<file path="config.mk">
export PLATFORM = sky130hd
export DESIGN_NAME = booth_shreg
export DESIGN_NICKNAME = d
export VERILOG_FILES = /design/src/rtl/booth_pkg.sv /design/src/rtl/booth_shcnt.sv /design/src/rtl/booth_shreg.sv
export SDC_FILE = /design/constraint.sdc
export NUM_CORES = 1
export LEC_CHECK = 0
export ABC_AREA = 1
export CORE_AREA = 3 3 42 44
export DETAILED_ROUTE_END_ITERATION = 8
export DIE_AREA = 0 0 45 47
export GPL_TIMING_DRIVEN = 0
export PLACE_DENSITY = 0.89
export SETUP_SLACK_MARGIN = 0.15
export SYNTH_ARGS = -nofsm -noshare
export SYNTH_HDL_FRONTEND = slang
export SYNTH_SLANG_ARGS = --single-unit
</file>
<file path="constraint.sdc">
create_clock -name clk -period 1.7 [get_ports clk]
set_input_delay 0.255 -clock clk [delete_from_list [all_inputs] [get_ports clk]]
set_output_delay 0.255 -clock clk [all_outputs]
set_load 0.1 [all_outputs]
</file>
<file path="src/rtl/booth_pkg.sv">
// booth_pkg
// Shared definitions for the Booth multiplier datapath.
//   DIR_RIGHT / DIR_LEFT : values of the shift-register 'dir' input.
//   shift_mode_t         : shift modes the controller can request.
//   decode_shift_mode()  : maps dir/arith onto a shift mode.
// Optional feature macro used by the consumers of this package:
//   SHREG_DUAL_SHIFT_EN (radix-4 double shift in booth_shreg).
package booth_pkg;

    localparam logic DIR_RIGHT = 1'b0;
    localparam logic DIR_LEFT  = 1'b1;

    typedef enum logic [1:0] {
        MODE_HOLD        = 2'd0,
        MODE_RIGHT_LOG   = 2'd1,
        MODE_RIGHT_ARITH = 2'd2,
        MODE_LEFT        = 2'd3
    } shift_mode_t;

    // A left shift never sign-extends, so arith only matters going right.
    function automatic shift_mode_t decode_shift_mode(input logic dir, input logic arith);
        if (dir == DIR_LEFT) begin
            return MODE_LEFT;
        end
        return arith ? MODE_RIGHT_ARITH : MODE_RIGHT_LOG;
    endfunction

endpackage

</file>
<file path="src/rtl/booth_shcnt.sv">
// booth_shcnt
// Saturating shift counter: counts shift positions since the last clear
// and stops at W.
// Ports:
//   clk  : rising-edge clock
//   rst  : asynchronous active-low reset
//   clr  : synchronous clear (highest priority)
//   inc  : add one position
//   inc2 : add two positions (only with SHREG_DUAL_SHIFT_EN), wins over inc
//   cnt  : positions shifted, saturating at W
//   done : cnt == W
// Parameters: W (saturation value), CNT_W (counter width, 2**CNT_W > W).
module booth_shcnt #(
    parameter int W     = 6,
    parameter int CNT_W = 3
) (
    input  logic             clk,
    input  logic             rst,
    input  logic             clr,
    input  logic             inc,
`ifdef SHREG_DUAL_SHIFT_EN
    input  logic             inc2,
`endif
    output logic [CNT_W-1:0] cnt,
    output logic             done
);

    localparam logic [CNT_W:0] LIMIT = (CNT_W + 1)'(W);

    logic [CNT_W:0]   cnt_wide;
    logic [CNT_W:0]   step_sum;
    logic [CNT_W-1:0] cnt_next;

    // The sum is one bit wider so cnt+2 near the top cannot wrap before
    // the saturation compare sees it.
    always_comb begin
        cnt_wide = {1'b0, cnt};
        step_sum = cnt_wide;
`ifdef SHREG_DUAL_SHIFT_EN
        if (inc2) begin
            step_sum = cnt_wide + (CNT_W + 1)'(2);
        end else if (inc) begin
            step_sum = cnt_wide + (CNT_W + 1)'(1);
        end
`else
        if (inc) begin
            step_sum = cnt_wide + (CNT_W + 1)'(1);
        end
`endif
        cnt_next = (step_sum > LIMIT) ? LIMIT[CNT_W-1:0] : step_sum[CNT_W-1:0];
    end

    always_ff @(posedge clk or negedge rst) begin
        if (!rst) begin
            cnt <= '0;
        end else if (clr) begin
            cnt <= '0;
        end else begin
            cnt <= cnt_next;
        end
    end

    assign done = (cnt == LIMIT[CNT_W-1:0]);

endmodule

</file>
<file path="src/rtl/booth_shreg.sv">
// booth_shreg
// Serial/parallel shift register for the Booth multiplier datapath.
// Supports logical right, arithmetic right and left shifts, plus a
// saturating shift counter whose done flag marks the end of W iterations.
// Ports:
//   clk    : rising-edge clock
//   rst    : asynchronous active-low reset
//   init   : synchronous clear of register and counter (highest priority)
//   ld     : parallel load of parin, clears counter
//   sh     : shift one position
//   dir    : 0 = right (toward bit 0), 1 = left
//   arith  : right shifts replicate the MSB, serin ignored
//   serin  : fill bit for logical shifts
//   parin  : parallel load data
//   parout : register contents
//   serout : bit leaving on the next single shift
//   cnt    : shifts since last init/ld, saturating at W
//   done   : cnt == W
// Optional macro SHREG_DUAL_SHIFT_EN adds sh2/serin2/serout2 for a
// radix-4 double shift (requires W >= 3).
module booth_shreg #(
    parameter int W     = 6,
    parameter int CNT_W = 3
) (
    input  logic             clk,
    input  logic             rst,
    input  logic             init,
    input  logic             ld,
    input  logic             sh,
    input  logic             dir,
    input  logic             arith,
    input  logic             serin,
    input  logic [W-1:0]     parin,
`ifdef SHREG_DUAL_SHIFT_EN
    input  logic             sh2,
    input  logic [1:0]       serin2,
    output logic [1:0]       serout2,
`endif
    output logic [W-1:0]     parout,
    output logic             serout,
    output logic [CNT_W-1:0] cnt,
    output logic             done
);

    import booth_pkg::*;

    shift_mode_t mode;
    logic [W-1:0] shifted1;
    logic [W-1:0] next_data;
`ifdef SHREG_DUAL_SHIFT_EN
    logic [W-1:0] shifted2;
`endif

    // Candidate shifted values; the register block below picks between
    // them and the load/clear paths.
    always_comb begin
        mode     = decode_shift_mode(dir, arith);
        shifted1 = parout;
        case (mode)
            MODE_RIGHT_LOG:   shifted1 = {serin, parout[W-1:1]};
            MODE_RIGHT_ARITH: shifted1 = {parout[W-1], parout[W-1:1]};
            MODE_LEFT:        shifted1 = {parout[W-2:0], serin};
            default:          shifted1 = parout;
        endcase
`ifdef SHREG_DUAL_SHIFT_EN
        shifted2 = parout;
        case (mode)
            MODE_RIGHT_LOG:   shifted2 = {serin2, parout[W-1:2]};
            MODE_RIGHT_ARITH: shifted2 = {{2{parout[W-1]}}, parout[W-1:2]};
            MODE_LEFT:        shifted2 = {parout[W-3:0], serin2};
            default:          shifted2 = parout;
        endcase
        next_data = sh2 ? shifted2 : (sh ? shifted1 : parout);
`else
        next_data = sh ? shifted1 : parout;
`endif
    end

    always_ff @(posedge clk or negedge rst) begin
        if (!rst) begin
            parout <= '0;
        end else if (init) begin
            parout <= '0;
        end else if (ld) begin
            parout <= parin;
        end else begin
            parout <= next_data;
        end
    end

    // The outgoing bit follows dir combinationally, so the controller must
    // keep dir stable while it samples serout.
    assign serout = (dir == DIR_LEFT) ? parout[W-1] : parout[0];
`ifdef SHREG_DUAL_SHIFT_EN
    assign serout2 = (dir == DIR_LEFT) ? parout[W-1:W-2] : parout[1:0];
`endif

    booth_shcnt #(
        .W     (W),
        .CNT_W (CNT_W)
    ) u_shcnt (
        .clk  (clk),
        .rst  (rst),
        .clr  (init | ld),
        .inc  (sh),
`ifdef SHREG_DUAL_SHIFT_EN
        .inc2 (sh2),
`endif
        .cnt  (cnt),
        .done (done)
    );

endmodule

</file>
# --- Yosys cells after proc, flatten, opt, wreduce, memory -nomap -nowiden ---
# Cells that the tools add are included.
# W data, S select, Z words.
word_totals:
  out_inout_bits: 11
  in_bits: 14
  ff_bits: 9
  word_cells: 28
classes:
  n_mux: 12
  bitwise: 1
  addsub: 1
  order_cmp: 1
  n_eq_ne: 5
  reduce_logical: 5
ops:
  columns: ["cell", "count"]
  rows:
  - ["$mux W6", 3]
  - ["$pmux W6 S3", 1]
  - ["$mux W2", 3]
  - ["$mux W3", 2]
  - ["$reduce_bool A5 Y1", 1]
  - ["$add A3 B1 Y4 const B", 1]
  - ["$eq A2 B2 Y1 const B", 2]
  - ["$gt A4 B3 Y1 const B", 1]
  - ["$mux W4", 1]
  - ["$reduce_bool A4 Y1", 1]
  - ["$eq A3 B3 Y1 const B", 1]
  - ["$ne A3 B3 Y1 const B", 1]
  - ["$reduce_and A3 Y1", 1]
  - ["$reduce_bool A3 Y1", 1]
  - ["$eq A2 B1 Y1 const B", 1]
  - ["$mux W1", 2]
  - ["$reduce_and A2 Y1", 1]
  - ["$or A1 B1 Y1", 1]

# --- Depth between registers and ports, before layout ---
# Gate-level depths: netlist of run 1.
depth:
  word_depth: 7
  depth_mapped: 6
  mapped_depth_nobuf: 6

# --- Modules after synthesis ---
# A second synthesis of run 1 with hierarchy kept.
hier_totals:
  cells_unflattened: 94
  hier_area_um2: 628.1
modules_own_cells:
  columns: ["mod", "area_per_inst_um2", "cells_each", "seq_area_each_um2", "instances"]
  rows:
  - ["booth_shreg", 432.9, 68, 150.1, 1]
  - ["booth_shcnt", 195.2, 26, 75.1, 1]

# --- Worst setup path before layout of run 1 ---
# Ideal clock, no wire load.
synth_timing:
  kind: "flip-flop to output port"
  start: "register u_shcnt.cnt[1]"
  end: "output done"
  path_buffers: 0
  t_arrival_ns: 1.910
  required_time_ns: 1.445
  slack_ns: -0.465
  stages_incl_launch_ff: 4
  cell_sequence: "dfrtp_1 > ha_1 > nand2_1 > inv_1"
synth_via:
  elab_chain_len: 1
synth_lines:
  columns: ["item", "line_no", "source"]
  rows:
  - ["start, declared", "booth_shcnt.sv:24", "output logic [CNT_W-1:0] cnt,"]
  - ["start signal, assigned", "booth_shcnt.sv:59", "cnt <= cnt_next;"]
  - ["$eq A3 B3 Y1", "booth_shcnt.sv:63", "assign done = (cnt == LIMIT[CNT_W-1:0]);"]
  - ["end, declared", "booth_shreg.sv:42", "output logic done"]
# Every way passes these cells.

# --- Worst setup path after layout of run 1 ---
layout_timing:
  start: "register u_shcnt.cnt[0]"
  end: "output done"
# The elaborated chain is that of the path after synthesis.

==> impl_metrics.json, run 1 <==
{
  "drt_first_pass_iters": 4,
  "gr-usage-all-layers": 0.1791,
  "fmax_ghz": 0.6532,
  "die_x_um": 45,
  "post_dp_cell_area_um2": 882.1,
  "start_util": 0.4260,
  "fin_crit_ns": 1.531,
  "grt_max_degree": 11,
  "period_share": 0.9005,
  "final_cell_mix": "36 x nand2_1, 11 x clkdlybuf4s50_1, 9 x nor2_1",
  "root_buffer": "clkbuf_4",
  "multiInputGateArea_um2": 354.1,
  "clockBufferDepth": 2,
  "synthesis.nets": 110,
  "worstPathArrival_ns": 1.28,
  "numPortBuffers": 22,
  "place_hpwl_um": 1254,
  "yosysTopAreaCell": "dfrtp_1",
  "grt_pass1_vias": 660,
  "final_nets": 139,
  "post_synth_instance_area_um2": 626.9,
  "cts_tree": "built",
  "status": "complete, no violations",
  "worst_slew_pin_slew_ns": 0.5483,
  "power.density_nw_per_um2": 701.3,
  "drt_iter0_markers": 14,
  "slew_violations": 0,
  "avgSynthCellArea_um2": 6.669,
  "worst_slack_ns": 0.1692,
  "worstPathMaxFanout": 4,
  "maxSlewHeadroom": 0.6362,
  "die_h_um": 47,
  "fin_worst_skew_ns": 0.004936,
  "wl_per_cell_um": 12.36,
  "rows": 14,
  "coreArea_um2": 1471,
  "crit_path_end_kind": "primary output",
  "hold_viol_final": 0,
  "ys.warnings.count": 0,
  "cp_data_required_time_ns": 1.44,
  "min_path_type": "in2async",
  "numCtsBuffers": 3,
  "start_kind": "flip-flop",
  "wl_um": 1706,
  "setup_viol": 0,
  "drv_cap": 0,
  "ir_drop_v": 0.0006558,
  "diodes": 0,
  "cts.sinks": 9,
  "clock_latency_ns": 0.26,
  "drive_gt1_frac": 0.3197,
  "ant_nets": 0,
  "seqCellArea_um2": 234.0,
  "synth_top_area_share": 0.3593,
  "final_area_um2": 953.4,
  "p_leak_nw": 0.4654,
  "overflow": 0,
  "drc": 0,
  "total_power_mw": 0.6686,
  "ys_seq_elements": 9,
  "io_pins": 25,
  "fill_cells": 134,
  "clkTransAtPathRegs_ns": 0.06,
  "dieArea_um2": 2115,
  "post-place-cells": 132,
  "htreeDepth": 1,
  "antenna_found_initial": 0,
  "via_per_inst": 5.138,
  "grt_pass1_wl_um": 2732,
  "rsz0062_at_grt": "yes",
  "layout_commonest_cell": "nand2_1",
  "post-place-ws_ns": -0.5276,
  "areaGrowthSynthToFinish_pct": 52.10,
  "synth_seq_area_share": 0.3593,
  "final_cells": 138,
  "netlist_top_cells_area": "dfrtp_1 36%, nand2_1 23%, nor2_1 5.4%",
  "vias": 709,
  "crit_type": "reg2out",
  "ys_types": 17,
  "gp_congestion": 0.8034,
  "syn_inst": 94
}
layer usage:
layer	wire length (um)	share of wire	vias to the layer above	GRT usage
met4	0	0	0	0.05263
met5	0	0	-	0
li1	-	-	345	-
met2	976	0.57	26	0.3418
met3	126	0.074	0	0.05364
met1	603	0.35	338	0.1884
registers in the layout, indices dropped and copies added, names as in the netlist:
name,cells
parout,6
u_shcnt.cnt,3
per-stage QoR:
step                hold slack [ns]    util  TNS, ns
floorplan                  -0.04059       -        0
global placement             0.5040  0.5995   -1.482
detailed placement           0.5109  0.5995   -1.538
CTS                          0.2979  0.6199        0
global route                 0.3019  0.6480        0
finish                       0.3032  0.6480        0
critical path: stages (launching register included):
cell,delay [ns]
dfrtp_4,0.50
inv_4,0.08
ha_4,0.14
nand2_4,0.05
clkinvlp_4,0.07
buf_12,0.16
final timing paths:
path                           startpoint              to  slack, ns  cells past startpoint
setup / recovery           u_shcnt.cnt[0]            done       0.17                      5
hold / removal                        rst  u_shcnt.cnt[0]       0.30                      1
hold reg to reg                 parout[0]       parout[0]       0.53                      2
max in group asynchronous             rst  u_shcnt.cnt[0]       1.06                      1
setup reg to reg           u_shcnt.cnt[0]  u_shcnt.cnt[2]       0.39                      7
min in group clk                       sh  u_shcnt.cnt[1]       0.30                      3
cell type report:
type,count,share of cell area
Multi-Input combinational cell,72,0.3714
Tap cell,16,0.02100
Inverter,10,0.04856
Buffer,3,0.03150
Timing Repair Buffer,24,0.2546
Clock buffer,4,0.02756
Sequential cell,9,0.2454
kinds of logic (layout without fill, tap and decap cells):
| logic type | after synthesis | after routing | synth area share |
|---|---|---|---|
| flip-flops | 9 | 9 | 0.3593 |
| adder cells (fa/ha/maj) | 2 | 2 | 0.03991 |
| buffers and inverters | 13 | 41 | 0.1118 |
| AND/OR/NAND/NOR | 62 | 62 | 0.4192 |
| AO/OA/AOI/OAI | 8 | 8 | 0.06986 |
synth_stat cells:
master / n
a21oi_1: 5
buf_6: 2
nor2_1: 9
ha_1: 2
inv_2: 2
nand2_2: 1
nor2_2: 5
inv_4: 1
buf_4: 1
dfrtp_1: 9
nand4_1: 2
nand3_1: 6
o21ai_1: 2
nand2_1: 38
inv_1: 7
o21ai_2: 1
or2_1: 1
timing repair:
action / CTS / global route
hold buffers: 0 / 0
endpoints found under the setup margin: 11 / 4
gates resized for setup: 38 / 13
buffers inserted: 0 / 2
where the power goes:
group,switching (mW),internal (mW),total (mW)
Sequential,0.0169,0.229,0.246
Combinational,0.181,0.0750,0.256
Clock,0.0767,0.0905,0.167
(Power assumes the default switching activity.)
==> run 2: changes to the inputs <==
- SETUP_SLACK_MARGIN: 0.15 -> 0.1
- clock period: 1.7 -> 1.8 ns (I/O delays scaled with it)
==> impl_metrics.json, run 2 (synthesized netlist as in run 1, its figures left out) <==
{
  "cts_hold_buf": 0,
  "setup_viol": 0,
  "final_nets": 137,
  "worst_slack_ns": 0.1919,
  "fill_cells": 132,
  "slew_violations": 0,
  "worstPathMaxFanout": 4,
  "worstPathArrival_ns": 1.34,
  "diodes": 0,
  "root_buffer": "clkbuf_4",
  "period_share": 0.8934,
  "post_cts_buffers": 0,
  "power.density_nw_per_um2": 673.7,
  "gr-usage-all-layers": 0.1799,
  "drc": 0,
  "grt_max_degree": 11,
  "clockBufferDepth": 2,
  "ant_nets": 0,
  "place_hpwl_um": 1254,
  "cp_data_required_time_ns": 1.53,
  "wl_um": 1621,
  "worstReg2RegStart": "u_shcnt.cnt[0]",
  "numCtsBuffers": 3,
  "drive_gt1_frac": 0.2833,
  "maxSlewHeadroom": 0.6353,
  "die_h_um": 47,
  "grt_pass1_vias": 664,
  "fin_worst_skew_ns": 0.004474,
  "crit_path_end_kind": "primary output",
  "fin_crit_ns": 1.608,
  "fmax_ghz": 0.6219,
  "rsz0062_at_grt": "no",
  "reg2regPathDepth": 6,
  "wl_per_cell_um": 11.92,
  "largest_reg_flops": 6,
  "die_x_um": 45,
  "drt_iter0_markers": 14,
  "cts.sinks": 9,
  "numPortBuffers": 22,
  "htreeDepth": 1,
  "via_per_inst": 5.110,
  "antenna_found_initial": 0,
  "grt_pass1_wl_um": 2746,
  "drt_first_pass_iters": 4,
  "io_pins": 25,
  "start_kind": "flip-flop",
  "fin_util": 0.6327,
  "drv_cap": 0,
  "min_path_type": "in2async",
  "startpoint": "parout[5]",
  "top_regs": "parout: 6 flops, u_shcnt.cnt: 3 flops",
  "cts_tree": "built",
  "p_leak_nw": 0.4362,
  "clock_latency_ns": 0.26,
  "rows": 14,
  "final_cell_mix": "37 x nand2_1, 11 x clkdlybuf4s50_1, 10 x clkdlybuf4s15_2",
  "hold_viol_final": 0,
  "post-place-ws_ns": -0.4426,
  "coreArea_um2": 1471,
  "start_util": 0.4260,
  "crit_type": "reg2out",
  "status": "complete, no violations",
  "layout_commonest_cell": "nand2_1",
  "areaGrowthSynthToFinish_pct": 48.50,
  "top_register": "parout",
  "ir_drop_v": 0.0006227,
  "gp_congestion": 0.8034,
  "vias": 695,
  "overflow": 0,
  "worst_slew_pin_slew_ns": 0.5497,
  "clkTransAtPathRegs_ns": 0.07,
  "dieArea_um2": 2115
}
[run 2: final cells by class]
type	count	area, um^2	share of cell area
plain buffers	3	30.03	0.03226
clock buffers	4	26.28	0.02823
inverters	10	43.79	0.04704
multi-input cells	72	334.1	0.3589
flip-flops and latches	9	234.0	0.2513
well taps	16	20.02	0.02151
repair buffers	22	242.7	0.2608
[run 2: timing repair]
item                       CTS  global route
setup endpoints to repair   11             1
pin swaps                    0             0
gates resized for setup     36             3
[run 2: final timing paths]
kind / to / slack, ns
worst max register to register: u_shcnt.cnt[0] / 0.62
worst min-delay path: u_shcnt.cnt[0] / 0.32
max in group asynchronous: u_shcnt.cnt[0] / 1.14
worst max-delay path: serout / 0.19
min in group clk: u_shcnt.cnt[1] / 0.32
worst min register to register: parout[0] / 0.53
[run 2: worst max-delay path, stage by stage, from the launching register on]
cell and delay [ns]:
dfrtp_2 0.39, nand2_1 0.08, nand2_2 0.07, clkdlybuf4s15_2 0.54
[run 2: stage by stage]
step,std cells,hold WS (ns),power [mW],setup TNS [ns],cell area (um^2)
4_1_cts,136,0.3129,0.6325,0,918.4
3_5_place_dp,132,0.5109,0.4760,-0.7493,882.1
2_1_floorplan,94,-0.02559,0.3998,0,641.9
3_3_place_gp,132,0.5040,0.4717,-0.6939,882.1
5_1_grt,136,0.3169,0.6644,0,930.9
6_report,136,0.3162,0.6271,0,930.9
[run 2: report_power, final]
group	internal [mW]	total, mW	switching, mW
combinational	0.0686	0.237	0.168
sequential	0.216	0.231	0.0150
clock	0.0856	0.159	0.0737
[run 2: layer usage]
layer	up-vias	global-route usage	routed length, um
met5	-	0	0
met4	0	0.05263	13
met3	2	0.05364	131
met2	26	0.3418	890
met1	326	0.1907	586
li1	341	-	-
==> run 3: changes to the inputs <==
- CTS_CLUSTER_DIAMETER: not set -> 50
==> results of run 3 <==
Same layout as run 2: the final DEF is identical, and so are final timing and power.
